==> src/rtl/uart_fifo_ip_pkg.sv <==
// uart_fifo_ip_pkg: register map, STATUS/CTRL bit positions and FSM encodings
package uart_fifo_ip_pkg;
   localparam int DIV_W = 16;
   localparam logic [DIV_W-1:0] MIN_DIV = 16'd2;
   localparam logic [1:0] REG_DATA = 2'd0, REG_STATUS = 2'd1, REG_CTRL = 2'd2, REG_BAUD = 2'd3;
   localparam int ST_TX_FULL = 0, ST_TX_EMPTY = 1, ST_RX_FULL = 2, ST_RX_EMPTY = 3;
   localparam int ST_RX_OVR = 4, ST_TX_BUSY = 5, ST_TX_DROP = 6, ST_FRAME_ERR = 7, ST_RX_CNT = 8;
   localparam int CT_TX_EN = 0, CT_RX_EN = 1, CT_IRQ_RX = 2, CT_IRQ_TXE = 3, CT_CLR = 4, CT_FLUSH = 5;
   localparam logic [1:0] S_IDLE = 2'd0, S_START = 2'd1, S_DATA = 2'd2, S_STOP = 2'd3;
endpackage

==> src/rtl/uart_fifo_ip_sync_fifo.sv <==
// uart_sync_fifo: 8-bit synchronous FIFO with occupancy count and flush
module uart_sync_fifo #(
   parameter int DEPTH = 8,
   localparam int PW = $clog2(DEPTH),
   localparam int CW = PW + 1
) (
   input  logic          clk,
   input  logic          rst,
   input  logic          i_push,
   input  logic          i_pop,
   input  logic          i_flush,
   input  logic [7:0]    i_din,
   output logic [7:0]    o_dout,
   output logic          o_full,
   output logic          o_empty,
   output logic [CW-1:0] o_count
);
   logic [7:0] r_mem [DEPTH];
   logic [PW-1:0] r_wp, r_rp;
   logic [CW-1:0] r_cnt;
   logic w_push, w_pop;
   assign o_full = r_cnt == CW'(DEPTH);
   assign o_empty = r_cnt == '0;
   assign o_count = r_cnt;
   assign o_dout = r_mem[r_rp];
   assign w_pop = i_pop & ~o_empty;
   // a full FIFO still accepts a push when the same edge frees a slot
   assign w_push = i_push & (~o_full | w_pop);
   always_ff @(posedge clk) begin
      if (w_push) r_mem[r_wp] <= i_din;
   end
   always_ff @(posedge clk) begin
      if (rst || i_flush) begin
         r_wp <= '0;
         r_rp <= '0;
         r_cnt <= '0;
      end else begin
         if (w_push) r_wp <= r_wp + PW'(1);
         if (w_pop) r_rp <= r_rp + PW'(1);
         r_cnt <= r_cnt + CW'(w_push) - CW'(w_pop);
      end
   end
endmodule

==> src/rtl/uart_fifo_ip.sv <==
// uart_fifo_ip: memory-mapped 8N1 UART with TX/RX byte FIFOs and level interrupt
module uart_fifo_ip
   import uart_fifo_ip_pkg::*;
#(
   parameter int DATA_WIDTH = 32,
   parameter int ADDR_WIDTH = 32,
   parameter int FIFO_DEPTH = 8,
   parameter int DEFAULT_DIV = 434
) (
   input  logic                  clk,
   input  logic                  rst,
   input  logic [ADDR_WIDTH-1:0] addr,
   input  logic [DATA_WIDTH-1:0] wd,
   input  logic                  we,
   input  logic                  re,
   output logic [DATA_WIDTH-1:0] rd,
   input  logic                  rx,
   output logic                  tx,
   output logic                  irq
);
   localparam int CW = $clog2(FIFO_DEPTH) + 1;
   logic [1:0] w_a;
   logic w_wr_data, w_wr_ctrl, w_wr_baud, w_rd_pop, w_clr, w_flush, w_unused;
   logic r_tx_en, r_rx_en, r_irq_rx_en, r_irq_txe_en;
   logic r_rx_ovr, r_tx_drop, r_frame_err;
   logic [DIV_W-1:0] r_div;
   logic w_tx_full, w_tx_empty, w_rx_full, w_rx_empty;
   logic [CW-1:0] w_tx_count, w_rx_count;
   logic [7:0] w_tx_dout, w_rx_dout;
   logic [1:0] r_tx_st, r_rx_st;
   logic [DIV_W-1:0] r_tx_cnt, r_tx_div, r_rx_cnt, r_rx_div;
   logic [2:0] r_tx_bit, r_rx_bit;
   logic [7:0] r_tx_sh, r_rx_sh;
   logic r_rx_s1, r_rx_s2;
   logic w_tx_last, w_tx_pop, w_rx_last, w_rx_stop, w_rx_push, w_frame_set;
   logic [15:0] w_status;
   logic [3:0] w_ctrl;
   assign w_a = addr[1:0];
   assign w_unused = ^{addr[ADDR_WIDTH-1:2], wd[DATA_WIDTH-1:DIV_W], w_tx_count};
   assign w_wr_data = we & (w_a == REG_DATA);
   assign w_wr_ctrl = we & (w_a == REG_CTRL);
   assign w_wr_baud = we & (w_a == REG_BAUD);
   assign w_rd_pop = re & (w_a == REG_DATA);
   assign w_clr = w_wr_ctrl & wd[CT_CLR];
   assign w_flush = w_wr_ctrl & wd[CT_FLUSH];
   always_ff @(posedge clk) begin
      if (rst) begin
         {r_tx_en, r_rx_en, r_irq_rx_en, r_irq_txe_en} <= '0;
         {r_rx_ovr, r_tx_drop, r_frame_err} <= '0;
         r_div <= DIV_W'(DEFAULT_DIV);
      end else begin
         if (w_wr_ctrl) begin
            r_tx_en <= wd[CT_TX_EN];
            r_rx_en <= wd[CT_RX_EN];
            r_irq_rx_en <= wd[CT_IRQ_RX];
            r_irq_txe_en <= wd[CT_IRQ_TXE];
         end
         if (w_wr_baud) r_div <= (wd[DIV_W-1:0] < MIN_DIV) ? MIN_DIV : wd[DIV_W-1:0];
         r_tx_drop <= (r_tx_drop & ~w_clr) | (w_wr_data & w_tx_full & ~w_tx_pop & ~w_flush);
         r_rx_ovr <= (r_rx_ovr & ~w_clr) | (w_rx_push & w_rx_full & ~w_rd_pop & ~w_flush);
         r_frame_err <= (r_frame_err & ~w_clr) | w_frame_set;
      end
   end
   uart_sync_fifo #(.DEPTH(FIFO_DEPTH)) u_tx_fifo (
      .clk(clk), .rst(rst), .i_push(w_wr_data), .i_pop(w_tx_pop), .i_flush(w_flush),
      .i_din(wd[7:0]), .o_dout(w_tx_dout), .o_full(w_tx_full), .o_empty(w_tx_empty),
      .o_count(w_tx_count)
   );
   uart_sync_fifo #(.DEPTH(FIFO_DEPTH)) u_rx_fifo (
      .clk(clk), .rst(rst), .i_push(w_rx_push), .i_pop(w_rd_pop), .i_flush(w_flush),
      .i_din(r_rx_sh), .o_dout(w_rx_dout), .o_full(w_rx_full), .o_empty(w_rx_empty),
      .o_count(w_rx_count)
   );
   // a new frame starts from IDLE or straight out of the last STOP cycle
   assign w_tx_last = r_tx_cnt == r_tx_div - DIV_W'(1);
   assign w_tx_pop = r_tx_en & ~w_tx_empty & ~w_flush &
                     ((r_tx_st == S_IDLE) | ((r_tx_st == S_STOP) & w_tx_last));
   always_ff @(posedge clk) begin
      if (rst) begin
         r_tx_st <= S_IDLE;
         r_tx_cnt <= '0;
         r_tx_bit <= '0;
      end else if (w_tx_pop) begin
         r_tx_st <= S_START;
         r_tx_cnt <= '0;
         r_tx_bit <= '0;
         r_tx_div <= r_div;
         r_tx_sh <= w_tx_dout;
      end else if (r_tx_st != S_IDLE) begin
         r_tx_cnt <= w_tx_last ? '0 : r_tx_cnt + DIV_W'(1);
         if (w_tx_last) begin
            if (r_tx_st == S_START) r_tx_st <= S_DATA;
            else if (r_tx_st == S_DATA) begin
               r_tx_sh <= r_tx_sh >> 1;
               r_tx_bit <= r_tx_bit + 3'd1;
               if (r_tx_bit == 3'd7) r_tx_st <= S_STOP;
            end else r_tx_st <= S_IDLE;
         end
      end
   end
   assign tx = (r_tx_st == S_START) ? 1'b0 : (r_tx_st == S_DATA) ? r_tx_sh[0] : 1'b1;
   always_ff @(posedge clk) begin
      if (rst) {r_rx_s1, r_rx_s2} <= 2'b11;
      else {r_rx_s1, r_rx_s2} <= {rx, r_rx_s1};
   end
   // START waits half a bit so every later sample lands mid-bit
   assign w_rx_last = r_rx_cnt == (((r_rx_st == S_START) ? (r_rx_div >> 1) : r_rx_div) - DIV_W'(1));
   assign w_rx_stop = r_rx_en & (r_rx_st == S_STOP) & w_rx_last;
   assign w_rx_push = w_rx_stop & r_rx_s2;
   assign w_frame_set = w_rx_stop & ~r_rx_s2;
   always_ff @(posedge clk) begin
      if (rst || !r_rx_en) begin
         r_rx_st <= S_IDLE;
         r_rx_cnt <= '0;
         r_rx_bit <= '0;
      end else if (r_rx_st == S_IDLE) begin
         if (!r_rx_s2) begin
            r_rx_st <= S_START;
            r_rx_cnt <= '0;
            r_rx_bit <= '0;
            r_rx_div <= r_div;
         end
      end else begin
         r_rx_cnt <= w_rx_last ? '0 : r_rx_cnt + DIV_W'(1);
         if (w_rx_last) begin
            if (r_rx_st == S_START) r_rx_st <= r_rx_s2 ? S_IDLE : S_DATA;
            else if (r_rx_st == S_DATA) begin
               r_rx_sh <= {r_rx_s2, r_rx_sh[7:1]};
               r_rx_bit <= r_rx_bit + 3'd1;
               if (r_rx_bit == 3'd7) r_rx_st <= S_STOP;
            end else r_rx_st <= S_IDLE;
         end
      end
   end
   assign irq = (r_irq_rx_en & ~w_rx_empty) | (r_irq_txe_en & w_tx_empty & (r_tx_st == S_IDLE));
   always_comb begin
      w_status = '0;
      w_status[ST_TX_FULL] = w_tx_full;
      w_status[ST_TX_EMPTY] = w_tx_empty;
      w_status[ST_RX_FULL] = w_rx_full;
      w_status[ST_RX_EMPTY] = w_rx_empty;
      w_status[ST_RX_OVR] = r_rx_ovr;
      w_status[ST_TX_BUSY] = r_tx_st != S_IDLE;
      w_status[ST_TX_DROP] = r_tx_drop;
      w_status[ST_FRAME_ERR] = r_frame_err;
      w_status[ST_RX_CNT +: 8] = 8'(w_rx_count);
      w_ctrl = '0;
      w_ctrl[CT_TX_EN] = r_tx_en;
      w_ctrl[CT_RX_EN] = r_rx_en;
      w_ctrl[CT_IRQ_RX] = r_irq_rx_en;
      w_ctrl[CT_IRQ_TXE] = r_irq_txe_en;
      rd = (w_a == REG_DATA)   ? DATA_WIDTH'(w_rx_empty ? 8'd0 : w_rx_dout) :
           (w_a == REG_STATUS) ? DATA_WIDTH'(w_status) :
           (w_a == REG_CTRL)   ? DATA_WIDTH'(w_ctrl) : DATA_WIDTH'(r_div);
   end
endmodule

==> config.mk <==
export PLATFORM = sky130hd
export DESIGN_NAME = uart_fifo_ip
export DESIGN_NICKNAME = d
export VERILOG_FILES = /design/src/rtl/uart_fifo_ip_pkg.sv /design/src/rtl/uart_fifo_ip_sync_fifo.sv /design/src/rtl/uart_fifo_ip.sv
export SDC_FILE = /design/constraint.sdc
export NUM_CORES = 1
export LEC_CHECK = 0
export CAP_MARGIN = 0
export CORE_MARGIN = 1.5
export CORE_UTILIZATION = 58
export DETAILED_ROUTE_END_ITERATION = 12
export PLACE_DENSITY = 0.79
export SLEW_MARGIN = 10
export SYNTH_ARGS = -nofsm -noshare
export SYNTH_HDL_FRONTEND = slang
export SYNTH_SLANG_ARGS = --single-unit
==> constraint.sdc <==
create_clock -name clk -period 5.5 [get_ports clk]
set_input_delay 1.1 -clock clk [delete_from_list [all_inputs] [get_ports clk]]
set_output_delay 1.1 -clock clk [all_outputs]
set_load 0.005 [all_outputs]
## Yosys cells after proc, flatten, opt, wreduce, memory -nomap -nowiden

Memory sizes are Yosys's and may differ from the RTL's. A register that Yosys moved wholly into a read port is not among the register bits.
Cells that the tools add are included.

| cells by class | value |
|---|---|
| add/subtract/negate cells | 14 |
| $lt $le $gt $ge | 1 |
| eq/ne operators | 21 |
| mux-type cells | 43 |
| bitwise logic cells | 51 |
| reductions and logical operators | 24 |

Operators with widths:

| kind | number |
|---|---|
| $mux W16 | 9 |
| $mux W8 | 6 |
| $add A16 B1 Y16 const B | 2 |
| $eq A16 B16 Y1 | 2 |
| $sub A16 B1 Y16 const B | 2 |
| $and A1 B1 Y1 | 30 |
| $mux W3 | 9 |
| $mux W2 | 10 |
| $add A3 B1 Y3 const B | 6 |
| $lt A16 B2 Y1 const B | 1 |
| $not A1 Y1 | 14 |
| $eq A2 B2 Y1 const B | 6 |
| $reduce_and A3 Y1 | 4 |
| $reduce_bool A2 Y1 | 6 |
| $reduce_and A5 Y1 | 2 |
| $mux W1 | 9 |
| $add A4 B1 Y4 | 2 |
| $eq A4 B4 Y1 const B | 2 |
| $logic_not A4 Y1 | 2 |
| $reduce_and A4 Y1 | 2 |
| $sub A4 B1 Y4 | 2 |
| $or A1 B1 Y1 | 7 |
| $eq A2 B1 Y1 const B | 3 |
| $eq A3 B3 Y1 const B | 2 |
| 10 further kinds | 14 |

| storage, ports and cells | value |
|---|---|
| flip-flop bits (word level) | 135 |
| bits in writable memories | 128 |
| input bits | 69 |
| word-level logic and storage cells | 183 |
| memories | 2 |

Memories:

| name | depth | width | rd ports | clocked after Yosys merged registers in | wr ports | line | RTL |
|---|---|---|---|---|---|---|---|
| u_rx_fifo.r_mem | 8 | 8 | 1 | 1 | 1 | uart_fifo_ip_sync_fifo.sv:18 | `logic [7:0] r_mem [DEPTH];` |
| u_tx_fifo.r_mem | 8 | 8 | 1 | 1 | 1 | uart_fifo_ip_sync_fifo.sv:18 |  |

## Longest topological paths before layout

Gate-level depths: netlist of the first run.

| logic depth | value |
|---|---|
| depth after elaboration | 11 |
| depth in mapped cells | 19 |
| mapped depth without buffers | 17 |

## Cells and area by module

From an unflattened synthesis of the first run, not the netlist that was laid out.

| second synthesis, totals | value |
|---|---|
| cell total of the unflattened synthesis | 1,016 |
| area total of the unflattened synthesis | 12,782.3 µm² |

Modules (own cells, without submodules):

| module | times used | cells an instance | area an instance (µm²) |
|---|---|---|---|
| uart_fifo_ip | 1 | 662 | 6,408.6 |
| uart_sync_fifo | 2 | 177 | 3,186.8 |

## Worst setup path after synthesis of the first run

No wires, ideal clock.

| timing | value |
|---|---|
| path kind | reg-to-reg |
| start | reg r_rx_st[0] |
| end | mem u_rx_fifo.r_mem[2][0], enable pin |
| data arrival time | 4,136 ps |
| data required time | 5,102 ps |
| setup slack | 966 ps |
| stages on the path, launching flop included | 14 |
| buffers on the path | 2 |
| clock period less this slack | 4,534 ps |
| cells stage by stage | dfxtp_1 > nor2b_1 > buf_2 > buf_2 > mux2i_1 > ha_1 > or4b_4 > nor3_2 > o22ai_1 > a31oi_1 > xor2_1 > and4_1 > nand4_2 > nor4b_1 |

| between the ends | value |
|---|---|
| word-level cells in the longest chain between the ends | 9 |
| elaborated cells between the ends (all ways) | 11 |

Ends and longest elaborated chain:

| what | line | RTL |
|---|---|---|
| from (decl) | uart_fifo_ip.sv:30 | `logic [1:0] r_tx_st, r_rx_st;` |
| from (signal assigned) | uart_fifo_ip.sv:126 | `if (r_rx_st == S_START) r_rx_st <= r_rx_s2 ? S_IDLE : S_DATA;` |
| $eq A2 B1 Y1 | uart_fifo_ip.sv:107 | `assign w_rx_last = r_rx_cnt == (((r_rx_st == S_START) ? (r_rx_div >> 1) : r_rx_div) - DIV_W'(1));` |
| $mux W16 | uart_fifo_ip.sv:107 |  |
| $sub A16 B1 Y16 | uart_fifo_ip.sv:107 |  |
| $eq A16 B16 Y1 | uart_fifo_ip.sv:107 |  |
| $and A1 B1 Y1 * | uart_fifo_ip.sv:108 | `assign w_rx_stop = r_rx_en & (r_rx_st == S_STOP) & w_rx_last;` |
| $and A1 B1 Y1 * | uart_fifo_ip.sv:109 | `assign w_rx_push = w_rx_stop & r_rx_s2;` |
| $and A1 B1 Y1 * | uart_fifo_ip_sync_fifo.sv:28 | `assign w_push = i_push & (~o_full \| w_pop);` |
| $mux W1 * | uart_fifo_ip_sync_fifo.sv:30 | `if (w_push) r_mem[r_wp] <= i_din;` |
| $mux W1 (not written as such) * | uart_fifo_ip_sync_fifo.sv:30 |  |
| to (decl) | uart_fifo_ip_sync_fifo.sv:18 |  |

Mark *: on every way between the ends. The rest lies on a longest branch, timed or not.

## Worst setup path in the final report of the first run

| timing | value |
|---|---|
| start | reg r_rx_st[0] |
| end | reg u_rx_fifo.r_cnt[2], in the netlist u_rx_fifo.o_count[2] |

| between the ends | value |
|---|---|
| word-level cells in the longest chain between the ends | 9 |
| elaborated cells between the ends (all ways) | 11 |

Ends and longest elaborated chain:

| what | line | RTL |
|---|---|---|
| $eq A2 B1 Y1 | uart_fifo_ip.sv:107 |  |
| $mux W16 | uart_fifo_ip.sv:107 |  |
| $sub A16 B1 Y16 | uart_fifo_ip.sv:107 |  |
| $eq A16 B16 Y1 | uart_fifo_ip.sv:107 |  |
| $and A1 B1 Y1 * | uart_fifo_ip.sv:108 |  |
| $and A1 B1 Y1 * | uart_fifo_ip.sv:109 |  |
| $and A1 B1 Y1 * | uart_fifo_ip_sync_fifo.sv:28 |  |
| named net u_rx_fifo.w_push | uart_fifo_ip_sync_fifo.sv:21 | `logic w_push, w_pop;` |
| $add A4 B1 Y4 * | uart_fifo_ip_sync_fifo.sv:40 | `r_cnt <= r_cnt + CW'(w_push) - CW'(w_pop);` |
| $sub A4 B1 Y4 * | uart_fifo_ip_sync_fifo.sv:40 |  |
| to (signal assigned) | uart_fifo_ip_sync_fifo.sv:40 |  |
| to (decl) | uart_fifo_ip_sync_fifo.sv:20 | `logic [CW-1:0] r_cnt;` |

Mark *: on every way through the listed nets, which the timed path passes. The rest lies on a longest branch.
A chain may end at the register's enable or synchronous reset.

==> results.sh, run 1 <==
export IMPL_status="completed"
export IMPL_crit_fanout=15
export IMPL_synth_simple_area_share_pct=15.82
export IMPL_start_util_pct=59.26
export IMPL_async_flop_share_pct=0
export IMPL_numClockSinks=269
export IMPL_antenna_found_initial=0
export IMPL_whs_path_depth=1
export IMPL_synth_edf_count=176
export IMPL_worstReg2RegEnd="u_rx_fifo.o_count[2]"
export IMPL_gr_total_overflow=0
export IMPL_post_cts_buffers=0
export IMPL_cts_htree_levels=1
export IMPL_synth_top_family_by_area="simple AND/OR/NAND/NOR gates"
export IMPL_finalCritPeriodShare_pct=84.00
export IMPL_synth_top_area_cell="edfxtp_1"
export IMPL_min_from="r_rx_s1"
export IMPL_synth_seq_cells=269
export IMPL_grt_pass1_wl_um=42690
export IMPL_slew_headroom_pct=26.69
export IMPL_finish_utilization_pct=66.23
export IMPL_ys_types=86
export IMPL_avgSynthCellArea_sq_um=12.28
export IMPL_grt_start_max_net_pins=35
export IMPL_tns_ns=0
export IMPL_io_pins=103
export IMPL_cts_resized=0
export IMPL_start_kind="register"
export IMPL_numCtsBuffers=27
export IMPL_setup_viol=0
export IMPL_clkLatencyLatePin_ns=0.55
export IMPL_n_antenna_cell=0
export IMPL_drc=0
export IMPL_wirelength_um=26090
export IMPL_fin_crit_ns=4.620
export IMPL_design_die_area_sq_mm=0.02320
export IMPL_synth_adder_area_share_pct=3.115
export IMPL_reg2reg_from="r_rx_st[0]"
export IMPL_seq_area_frac_synth_pct=55.26
export IMPL_avgRoutedWirePerCell_um=18.62
export IMPL_yosysTopAreaCellShare_pct=40.87
export IMPL_arrival_ns=5.03
export IMPL_worstMarginPinSlew_ns=1.100
export IMPL_ys_warn_count=0
export IMPL_drt_initial_drc_count=598
export IMPL_syn_to_final_growth_pct=11.76
export IMPL_synth_area_leaders="edfxtp_1, dfxtp_1, mux4_2"
export IMPL_drive_above_1_share_pct=13.92
export IMPL_synthesis_instances=1053
export IMPL_fin_nets=1200
export IMPL_grt_use_total_pct=22.89
export IMPL_max_cap_violations=0
export IMPL_clockRootBuffer="clkbuf_16"
export IMPL_p_leak_nw=4.839
export IMPL_cellPowerDensity_mw_per_mm2=295.1
export IMPL_die_w_um=152.3
export IMPL_ir_worst_vdd_mv=0.2731
export IMPL_grt_pass1_vias=8178
export IMPL_viasPerCell=5.854
export IMPL_ant_nets=0
export IMPL_port_buffers=40
export IMPL_cts_tree="built"
export IMPL_path_clk_slew_ns=0.06
export IMPL_core_sq_mm=0.02182
export IMPL_reg2reg_depth=16
export IMPL_vias=8202
export IMPL_p_total_mw=4.266
export IMPL_crit_type="register to register"
export IMPL_slew_viol_final=0
export IMPL_reg2reg_setup_slack_ns=0.88
export IMPL_dp_hpwl_um=18290
export IMPL_die_y_um=152.3
export IMPL_rows=54
export IMPL_synthFlopType="edfxtp_1"
export IMPL_cts_max_path_buffers=3
export IMPL_synth_compound_area_share_pct=6.966
export IMPL_fmax_ghz=0.2164
export IMPL_first_pass_iters=4
export IMPL_synth_xor_area_share_pct=5.012
export IMPL_gp_congestion=0.8768
export IMPL_muxShareOfSynthArea_pct=9.907
export IMPL_hold_violations=0
export IMPL_end_kind="register"
export IMPL_worst_clock_skew_ns=0.01280
export IMPL_grt_setup_unrepaired="no"
export IMPL_hold_path_class="register to register"
export IMPL_cp_required_ns=5.91
export IMPL_min_to="r_rx_s2"
export IMPL_synth_area_sq_mm=0.01293
export IMPL_cts_hold_fix_buffers=0
-- cell usage after synthesis, types with 4 or more instances --
cell	number
a21o_1	4
o22ai_1	6
a31oi_1	4
o21ai_0	9
nor2_1	60
or3_1	10
buf_2	8
inv_1	37
xnor2_1	37
ha_1	29
o221ai_1	4
xor2_1	37
or4_1	6
nor4_1	9
o21ai_1	9
edfxtp_1	176
mux2_2	6
clkbuf_1	28
a21oi_1	34
nor2_4	10
nand4_1	16
nand2_1	102
o211ai_1	9
nor3_1	37
buf_1	7
and2_1	6
buf_4	18
mux2i_1	47
nand3b_1	8
and3_1	13
nor2b_1	8
or2_2	8
dfxtp_1	93
and3b_1	4
mux4_2	33
nand2b_1	12
nand3_1	25
-- cell usage in the layout, fill, tap and decap left out, types with 29 or more instances in the layout --
cell type	synthesis	routed
edfxtp_1	176	176
dfxtp_1	93	93
inv_1	37	37
mux2i_1	47	47
nor2_1	60	60
ha_1	29	29
a21oi_1	34	34
xnor2_1	37	37
xor2_1	37	37
clkdlybuf4s50_1	0	40
mux4_2	33	33
nand2_1	102	102
nor3_1	37	37
-- per-stage QoR --
step	area (sq um)	cells	hold slack [ns]	setup WS, ns
final	14450	1401	0.4072	0.8798
after global routing	14450	1401	0.4373	0.6091
after CTS	14450	1401	0.4104	0.9105
after detailed placement	13600	1351	0.3971	0.9305
after global placement	13600	1351	0.3925	0.9437
after floorplan	12990	1068	0.3895	0.9661
-- kinds of logic (layout without fill, tap and decap cells) --
group                    Yosys count  after routing
AND/OR/NAND/NOR                  364            364
flip-flops                       269            269
AO/OA/AOI/OAI                    125            125
buffers and inverters            103            156
multiplexers                      86             86
XOR/XNOR                          74             74
adder cells (fa/ha/maj)           31             31
other                              1             16
-- how the worst max path moves through the flow --
stage	start	endpoint	cells past startpoint
floorplan	r_rx_st[0]	u_rx_fifo.r_mem[2][0]	13
global placement	r_rx_st[0]	u_rx_fifo.o_count[2]	16
detailed placement	r_rx_st[0]	u_rx_fifo.o_count[2]	16
CTS	register	rd[3]	6
global route	r_rx_st[0]	u_rx_fifo.o_count[2]	16
finish	r_rx_st[0]	u_rx_fifo.o_count[2]	16
-- state kept, by name (all words and copies together) (netlist names), 8 cells and up, named ones only --
signal           flops
u_rx_fifo.r_mem     64
u_tx_fifo.r_mem     64
r_div               16
r_rx_cnt            16
r_rx_div            16
r_tx_cnt            16
r_tx_div            16
r_rx_sh              8
r_tx_sh              8
-- power breakdown --
part,total (mW),internal [mW],switching [mW]
clock,1.76,1.01,0.744
sequential,2.20,2.17,0.0305
combinational,0.312,0.139,0.173
total,4.27,3.32,0.948
-- metal layers --
metal	share of wire, %	routed length (um)	global-route usage [%]
met1	44	11600	30.79
met4	2.3	601	6.334
met2	48	12570	38.31
met3	5.0	1311	4.209
met5	0	0	0
-- cell type report --
type                    count  area [sq um]
multi-input cells         696          5354
clock inverters            16         137.6
clock buffers              34         711.9
repair buffers             68         610.6
flip-flops and latches    269          7147
well taps                 280         350.3
inverters                  38         142.6
fillers                  1616          7370
-- worst max-delay path, cell delays in order (launching register included) --
cell and delay (ns):
dfxtp_1 0.64, nor2b_2 0.27, mux2i_1 0.28, ha_1 0.28
or4b_4 0.50, nor3_2 0.32, o22ai_1 0.14, a31oi_1 0.20
xor2_1 0.29, and4_1 0.37, nand4_2 0.28, inv_1 0.13
ha_1 0.18, inv_1 0.06, fa_1 0.37, xor2_1 0.15
nor2_1 0.05
(Power assumes the default switching activity.)
==> run 2, diff against run 1 <==
==> constraint.sdc (replaced) <==
create_clock -name clk -period 4.54 [get_ports clk]
set_input_delay 0.908 -clock clk [delete_from_list [all_inputs] [get_ports clk]]
set_output_delay 0.908 -clock clk [all_outputs]
set_load 0.005 [all_outputs]
==> run 2 against run 1 <==
  * Die area did not move
  * Cell count rose by 0.71%
  * Hold slack improved by 0.013 ns
  * Largest cell class unchanged
  * Highest routed layer unchanged
==> results.sh, run 2 (synthesis results as in run 1) <==
export IMPL_worstReg2RegEnd="u_rx_fifo.o_count[2]"
export IMPL_gp_congestion=0.8899
export IMPL_grt_pass1_wl_um=42950
export IMPL_drive_above_1_share_pct=15.12
export IMPL_cts_tree="built"
export IMPL_viasPerCell=5.979
export IMPL_post_cts_buffers=0
export IMPL_cts_hold_fix_buffers=0
export IMPL_min_to="r_rx_s2"
export IMPL_crit_fanout=9
export IMPL_wirelength_um=26800
export IMPL_grt_start_max_net_pins=24
export IMPL_end_kind="register"
export IMPL_final_cell_mix="edfxtp_1, nand2_1, dfxtp_1"
export IMPL_reg2reg_from="r_rx_st[0]"
export IMPL_start_util_pct=59.26
export IMPL_avgRoutedWirePerCell_um=18.99
export IMPL_min_from="r_rx_s1"
export IMPL_seq_area_sq_mm=0.007147
export IMPL_num_fill_cells=1545
export IMPL_reg2reg_depth=16
export IMPL_path_clk_slew_ns=0.07
export IMPL_grt_pass1_vias=8255
export IMPL_max_cap_violations=0
export IMPL_ant_nets=0
export IMPL_core_sq_mm=0.02182
export IMPL_numClockSinks=269
export IMPL_wl_met1_um=11820
export IMPL_rows=54
export IMPL_tns_ns=0
export IMPL_fmax_ghz=0.2347
export IMPL_hold_path_class="register to register"
export IMPL_dp_hpwl_um=18700
export IMPL_wl_met2_um=12750
export IMPL_die_w_um=152.3
export IMPL_drt_initial_drc_count=571
export IMPL_placed_area_sq_mm=0.01366
export IMPL_crit_type="register to register"
export IMPL_status="completed"
export IMPL_finalCritPeriodShare_pct=93.84
export IMPL_slew_viol_final=0
export IMPL_antenna_found_initial=0
export IMPL_worstMarginPinSlew_ns=1.065
export IMPL_layout_commonest_cell="edfxtp_1"
export IMPL_reg_top3="u_rx_fifo.r_mem x64, u_tx_fifo.r_mem x64"
export IMPL_clkLatencyLatePin_ns=0.55
export IMPL_cellPowerDensity_mw_per_mm2=371.2
export IMPL_clockRootBuffer="clkbuf_16"
export IMPL_n_antenna_cell=0
export IMPL_vias=8436
export IMPL_syn_to_final_growth_pct=13.32
export IMPL_slew_headroom_pct=28.88
export IMPL_worst_clock_skew_ns=0.01500
export IMPL_arrival_ns=4.67
export IMPL_hold_violations=0
export IMPL_grt_use_total_pct=22.94
export IMPL_route_top_layer_used="met4"
export IMPL_ir_worst_vdd_mv=0.3512
export IMPL_reg2reg_setup_slack_ns=0.28
export IMPL_cp_required_ns=4.95
export IMPL_cts_htree_levels=1
export IMPL_grt_setup_unrepaired="no"
export IMPL_met3_length_um=1487
export IMPL_multiInputGateArea_sq_mm=0.005370
export IMPL_design_area_sq_mm=0.01466
export IMPL_start_kind="register"
export IMPL_first_pass_iters=7
export IMPL_setup_viol=0
export IMPL_io_pins=103
export IMPL_drc=0
export IMPL_numCtsBuffers=28
export IMPL_cts_max_path_buffers=3
export IMPL_fin_nets=1209
export IMPL_p_leak_nw=4.947
export IMPL_design_die_area_sq_mm=0.02320
export IMPL_fin_crit_ns=4.260
export IMPL_whs_path_depth=1
export IMPL_cts_resized=0
export IMPL_gr_total_overflow=0
export IMPL_port_buffers=40
export IMPL_die_y_um=152.3
==> run 2: changes by cell type in the layout (fill, tap and decap cells not counted), moves of 2 or more <==
cell and change:
buf_4 +8, clkinv_1 -6, bufinv_16 +3, clkbuf_1 +2
clkinv_2 -2
==> run 2: report_power, final <==
part	internal, mW	total (mW)	switching [mW]	leakage, nW
Sequential	2.63	2.66	0.0370	2.33
Clock	1.46	2.39	0.934	0.466
Combinational	0.170	0.384	0.214	2.15
==> run 2: worst max path at each step <==
stage,start,to,slack [ns],cells after the start
after global routing,r_rx_st[0],u_rx_fifo.o_count[2],0.03,16
final,r_rx_st[0],u_rx_fifo.o_count[2],0.28,16
after global placement,r_rx_st[0],u_rx_fifo.o_count[2],0.28,16
after floorplan,r_rx_st[0],u_rx_fifo.r_mem[2][0],0.006,13
after detailed placement,r_rx_st[0],u_rx_fifo.o_count[2],0.13,16
after CTS,r_rx_st[0],u_rx_fifo.o_count[2],0.07,16
==> run 2: layout make-up <==
cell class	count	share of cell area [%]
Inverter	38	0.9733
Clock buffer	38	5.174
Multi-Input combinational cell	696	36.64
Tap cell	280	2.391
Sequential cell	269	48.77
Clock inverter	14	1.477
Timing Repair Buffer	76	4.576
==> run 2: worst max-delay path, stage by stage, from the launching register on <==
cell	delay, ns
dfxtp_1	0.45
nor2b_2	0.22
mux2i_1	0.30
ha_1	0.27
or4b_4	0.51
nor3_4	0.27
o22ai_1	0.13
a31oi_1	0.21
xor2_1	0.28
and4_2	0.36
nand4_4	0.21
inv_1	0.12
ha_1	0.16
inv_1	0.05
fa_1	0.38
xor2_1	0.16
nor2_1	0.05
==> run 2: routing by layer <==
| metal | track usage (%) | vias up |
|---|---|---|
| met5 | 0 | - |
| met4 | 7.258 | 0 |
| met3 | 3.356 | 59 |
| met2 | 37.19 | 278 |
| met1 | 32.18 | 4113 |
| li1 | - | 3986 |
==> run 2: stage by stage <==
| stage | setup WS [ns] | utilization [%] | total power [mW] | hold WS (ns) | cells |
|---|---|---|---|---|---|
| 3_5_place_dp | 0.1264 | 62.61 | 3.088 | 0.4018 | 1359 |
| 6_report | 0.2798 | 67.15 | 5.440 | 0.4198 | 1411 |
| 4_1_cts | 0.07454 | 67.08 | 5.479 | 0.4219 | 1411 |
| 2_1_floorplan | 0.006109 | - | 2.946 | 0.3895 | 1068 |
| 5_1_grt | 0.02880 | 67.15 | 5.609 | 0.4514 | 1411 |
| 3_3_place_gp | 0.2848 | 62.61 | 3.076 | 0.3940 | 1359 |
==> run 3, diff against run 2 <==
--- a/config.mk
+++ b/config.mk
@@ -9,8 +9,7 @@
 export CORE_MARGIN = 1.5
 export CORE_UTILIZATION = 58
 export DETAILED_ROUTE_END_ITERATION = 12
-export PLACE_DENSITY = 0.79
-export SLEW_MARGIN = 10
+export PLACE_DENSITY = 0.78
 export SYNTH_ARGS = -nofsm -noshare
 export SYNTH_HDL_FRONTEND = slang
 export SYNTH_SLANG_ARGS = --single-unit
==> run 3 against run 2 <==
  * Hold slack better by 0.046 ns
  * Sequential cell count unchanged
  * Combinational power about the same
  * Clock-buffer cell count down 6
  * Design area down 0.46%
  * First-iteration DRC count up 36%
  * Sequential share of layout area up 0.23 points
  * Cell count about the same
  * Critical path type unchanged
  * Critical endpoint unchanged
  * Largest power group unchanged
==> results.sh, run 3 (synthesis results as in run 1) <==
export IMPL_clkLatencyLatePin_ns=0.58
export IMPL_end_kind="register"
export IMPL_fin_cells=1410
export IMPL_p_total_mw=5.285
export IMPL_die_y_um=152.3
export IMPL_dp_cells=1359
export IMPL_slew_headroom_pct=28.47
export IMPL_setup_viol=0
export IMPL_slew_viol_final=0
export IMPL_worst_clock_skew_ns=0.05058
export IMPL_p_leak_nw=4.906
export IMPL_grt_use_total_pct=23.50
export IMPL_start_util_pct=59.26
export IMPL_core_sq_mm=0.02182
export IMPL_crit_path_top_delay_cell="or4b_4"
export IMPL_finalCritPeriodShare_pct=94.09
export IMPL_dp_hpwl_um=18710
export IMPL_rows=54
export IMPL_path_cells="nor2b_2 -> mux2i_1 -> ha_1 -> or4b_4 -> o21ai_2 -> a21oi_1 -> or3b_4 -> a211oi_1 -> and4_1 -> nand4_4 -> inv_1 -> ha_1 -> inv_1 -> fa_1 -> xor2_1 -> nor2_1"
export IMPL_drive_above_1_share_pct=14.69
export IMPL_worstMarginPinSlew_ns=1.071
export IMPL_cts_tree="built"
export IMPL_n_antenna_cell=0
export IMPL_crit_type="register to register"
export IMPL_fin_nets=1209
export IMPL_placed_area_sq_mm=0.01366
export IMPL_grt_use_met1_pct=31.87
export IMPL_min_from="r_rx_s1"
export IMPL_reg2reg_setup_slack_ns=0.27
export IMPL_num_fill_cells=1588
export IMPL_cts_max_path_buffers=3
export IMPL_reg_top3="u_rx_fifo.r_mem x64, u_tx_fifo.r_mem x64"
export IMPL_layout_commonest_cell="edfxtp_1"
export IMPL_first_pass_iters=5
export IMPL_ir_worst_vdd_mv=0.3061
export IMPL_grt_setup_unrepaired="no"
export IMPL_whs_path_depth=1
export IMPL_slowest_delay_ns=0.52
export IMPL_status="completed"
export IMPL_hold_violations=0
export IMPL_cp_required_ns=4.95
export IMPL_crit_fanout=9
export IMPL_hold_path_class="register to register"
export IMPL_wirelength_um=27040
export IMPL_reg2reg_from="r_rx_st[0]"
export IMPL_tns_ns=0
export IMPL_gr_total_overflow=0
export IMPL_arrival_ns=4.68
export IMPL_port_buffers=40
export IMPL_clockRootBuffer="clkbuf_16"
export IMPL_min_to="r_rx_s2"
export IMPL_gp_congestion=0.8908
export IMPL_drt_initial_drc_count=777
export IMPL_grt_start_max_net_pins=24
export IMPL_finish_utilization_pct=66.84
export IMPL_start_kind="register"
export IMPL_use_met3_pct=3.527
export IMPL_numCtsBuffers=28
export IMPL_ant_nets=0
export IMPL_final_cell_mix="edfxtp_1, nand2_1, dfxtp_1"
export IMPL_grt_pass1_wl_um=43640
export IMPL_cts_hold_fix_buffers=0
export IMPL_fmax_ghz=0.2341
export IMPL_antenna_found_initial=0
export IMPL_reg2reg_depth=16
export IMPL_path_clk_slew_ns=0.06
export IMPL_syn_to_final_growth_pct=12.80
export IMPL_vias=8461
export IMPL_grtUsageMet2_pct=38.63
export IMPL_cts_htree_levels=1
export IMPL_design_area_sq_mm=0.01459
export IMPL_worstReg2RegEnd="u_rx_fifo.o_count[2]"
export IMPL_design_die_area_sq_mm=0.02320
export IMPL_fin_crit_ns=4.272
export IMPL_io_pins=103
export IMPL_grt_pass1_vias=8295
export IMPL_cellPowerDensity_mw_per_mm2=362.3
export IMPL_viasPerCell=6.001
export IMPL_max_cap_violations=0
export IMPL_busiest_layer="met2"
export IMPL_drc=0
export IMPL_avgRoutedWirePerCell_um=19.18
export IMPL_die_w_um=152.3
export IMPL_numClockSinks=269
## run 3: cell count changes in the layout (fill, tap and decap cells not counted)
cell and change:
nand2b_2 +1, clkinv_1 +9, clkbuf_1 -4, inv_6 -1
clkinv_16 +1, bufinv_16 -2, nand2b_1 -1, clkbuf_8 -2
clkinv_2 -1, clkinvlp_4 +1, clkinv_8 -1, clkinv_4 -1
## run 3: critical path: cells and delay by family (launching register included)
kind                       cells  cell delay [ns]
AOI/OAI and AO/OA              3             0.41
xor gates and xnor gates       1             0.18
adders and majority gates      3             0.85
buffers and inverters          2             0.18
DFF                            1             0.43
muxes                          1             0.29
and+or+nand+nor                6             1.81
## run 3: what timing repair did
item / CTS / global route
setup endpoints to repair: 0 / 28
setup buffers: 0 / 0
resized for setup: 0 / 4
## run 3: metal layers
layer  vias up  share of wire [%]
met5         -                  0
met1      4152                 43
met3        60                5.2
li1       3995                  -
met4         0                3.4
met2       254                 48
## run 3: worst max-delay path by stage
stage / cells past startpoint / startpoint / endpoint
CTS: 17 / r_rx_st[1] / u_rx_fifo.o_count[2]
finish: 16 / r_rx_st[0] / u_rx_fifo.o_count[2]
global placement: 16 / r_rx_st[0] / u_rx_fifo.o_count[2]
floorplan: 13 / r_rx_st[0] / u_rx_fifo.r_mem[2][0]
global route: 16 / r_rx_st[0] / u_rx_fifo.o_count[2]
detailed placement: 16 / r_rx_st[0] / u_rx_fifo.o_count[2]
## run 3: stage by stage
step	worst slack, ns	hold WS [ns]
after floorplan	0.006109	0.3895
after global placement	0.2629	0.3950
after detailed placement	0.1419	0.4084
after CTS	0.06224	0.4699
after global routing	0.03726	0.4833
final	0.2684	0.4662
## run 3: cell type report
cell class                      count  area (sq um)  share of cell area [%]
Multi-Input combinational cell    696          5373                   36.83
Clock buffer                       32         715.7                   4.906
Sequential cell                   269          7147                   48.99
Tap cell                          280         350.3                   2.402
Timing Repair Buffer               76         670.6                   4.597
Clock inverter                     19         188.9                   1.295
Inverter                           38         142.6                  0.9778
## run 3: report_power, final
part | switching (mW) | leakage [nW] | internal (mW) | total, mW
clock network | 0.942 | 0.425 | 1.30 | 2.24
registers | 0.0355 | 2.33 | 2.63 | 2.66
logic | 0.213 | 2.15 | 0.169 | 0.383
total | 1.19 | 4.91 | 4.09 | 5.29
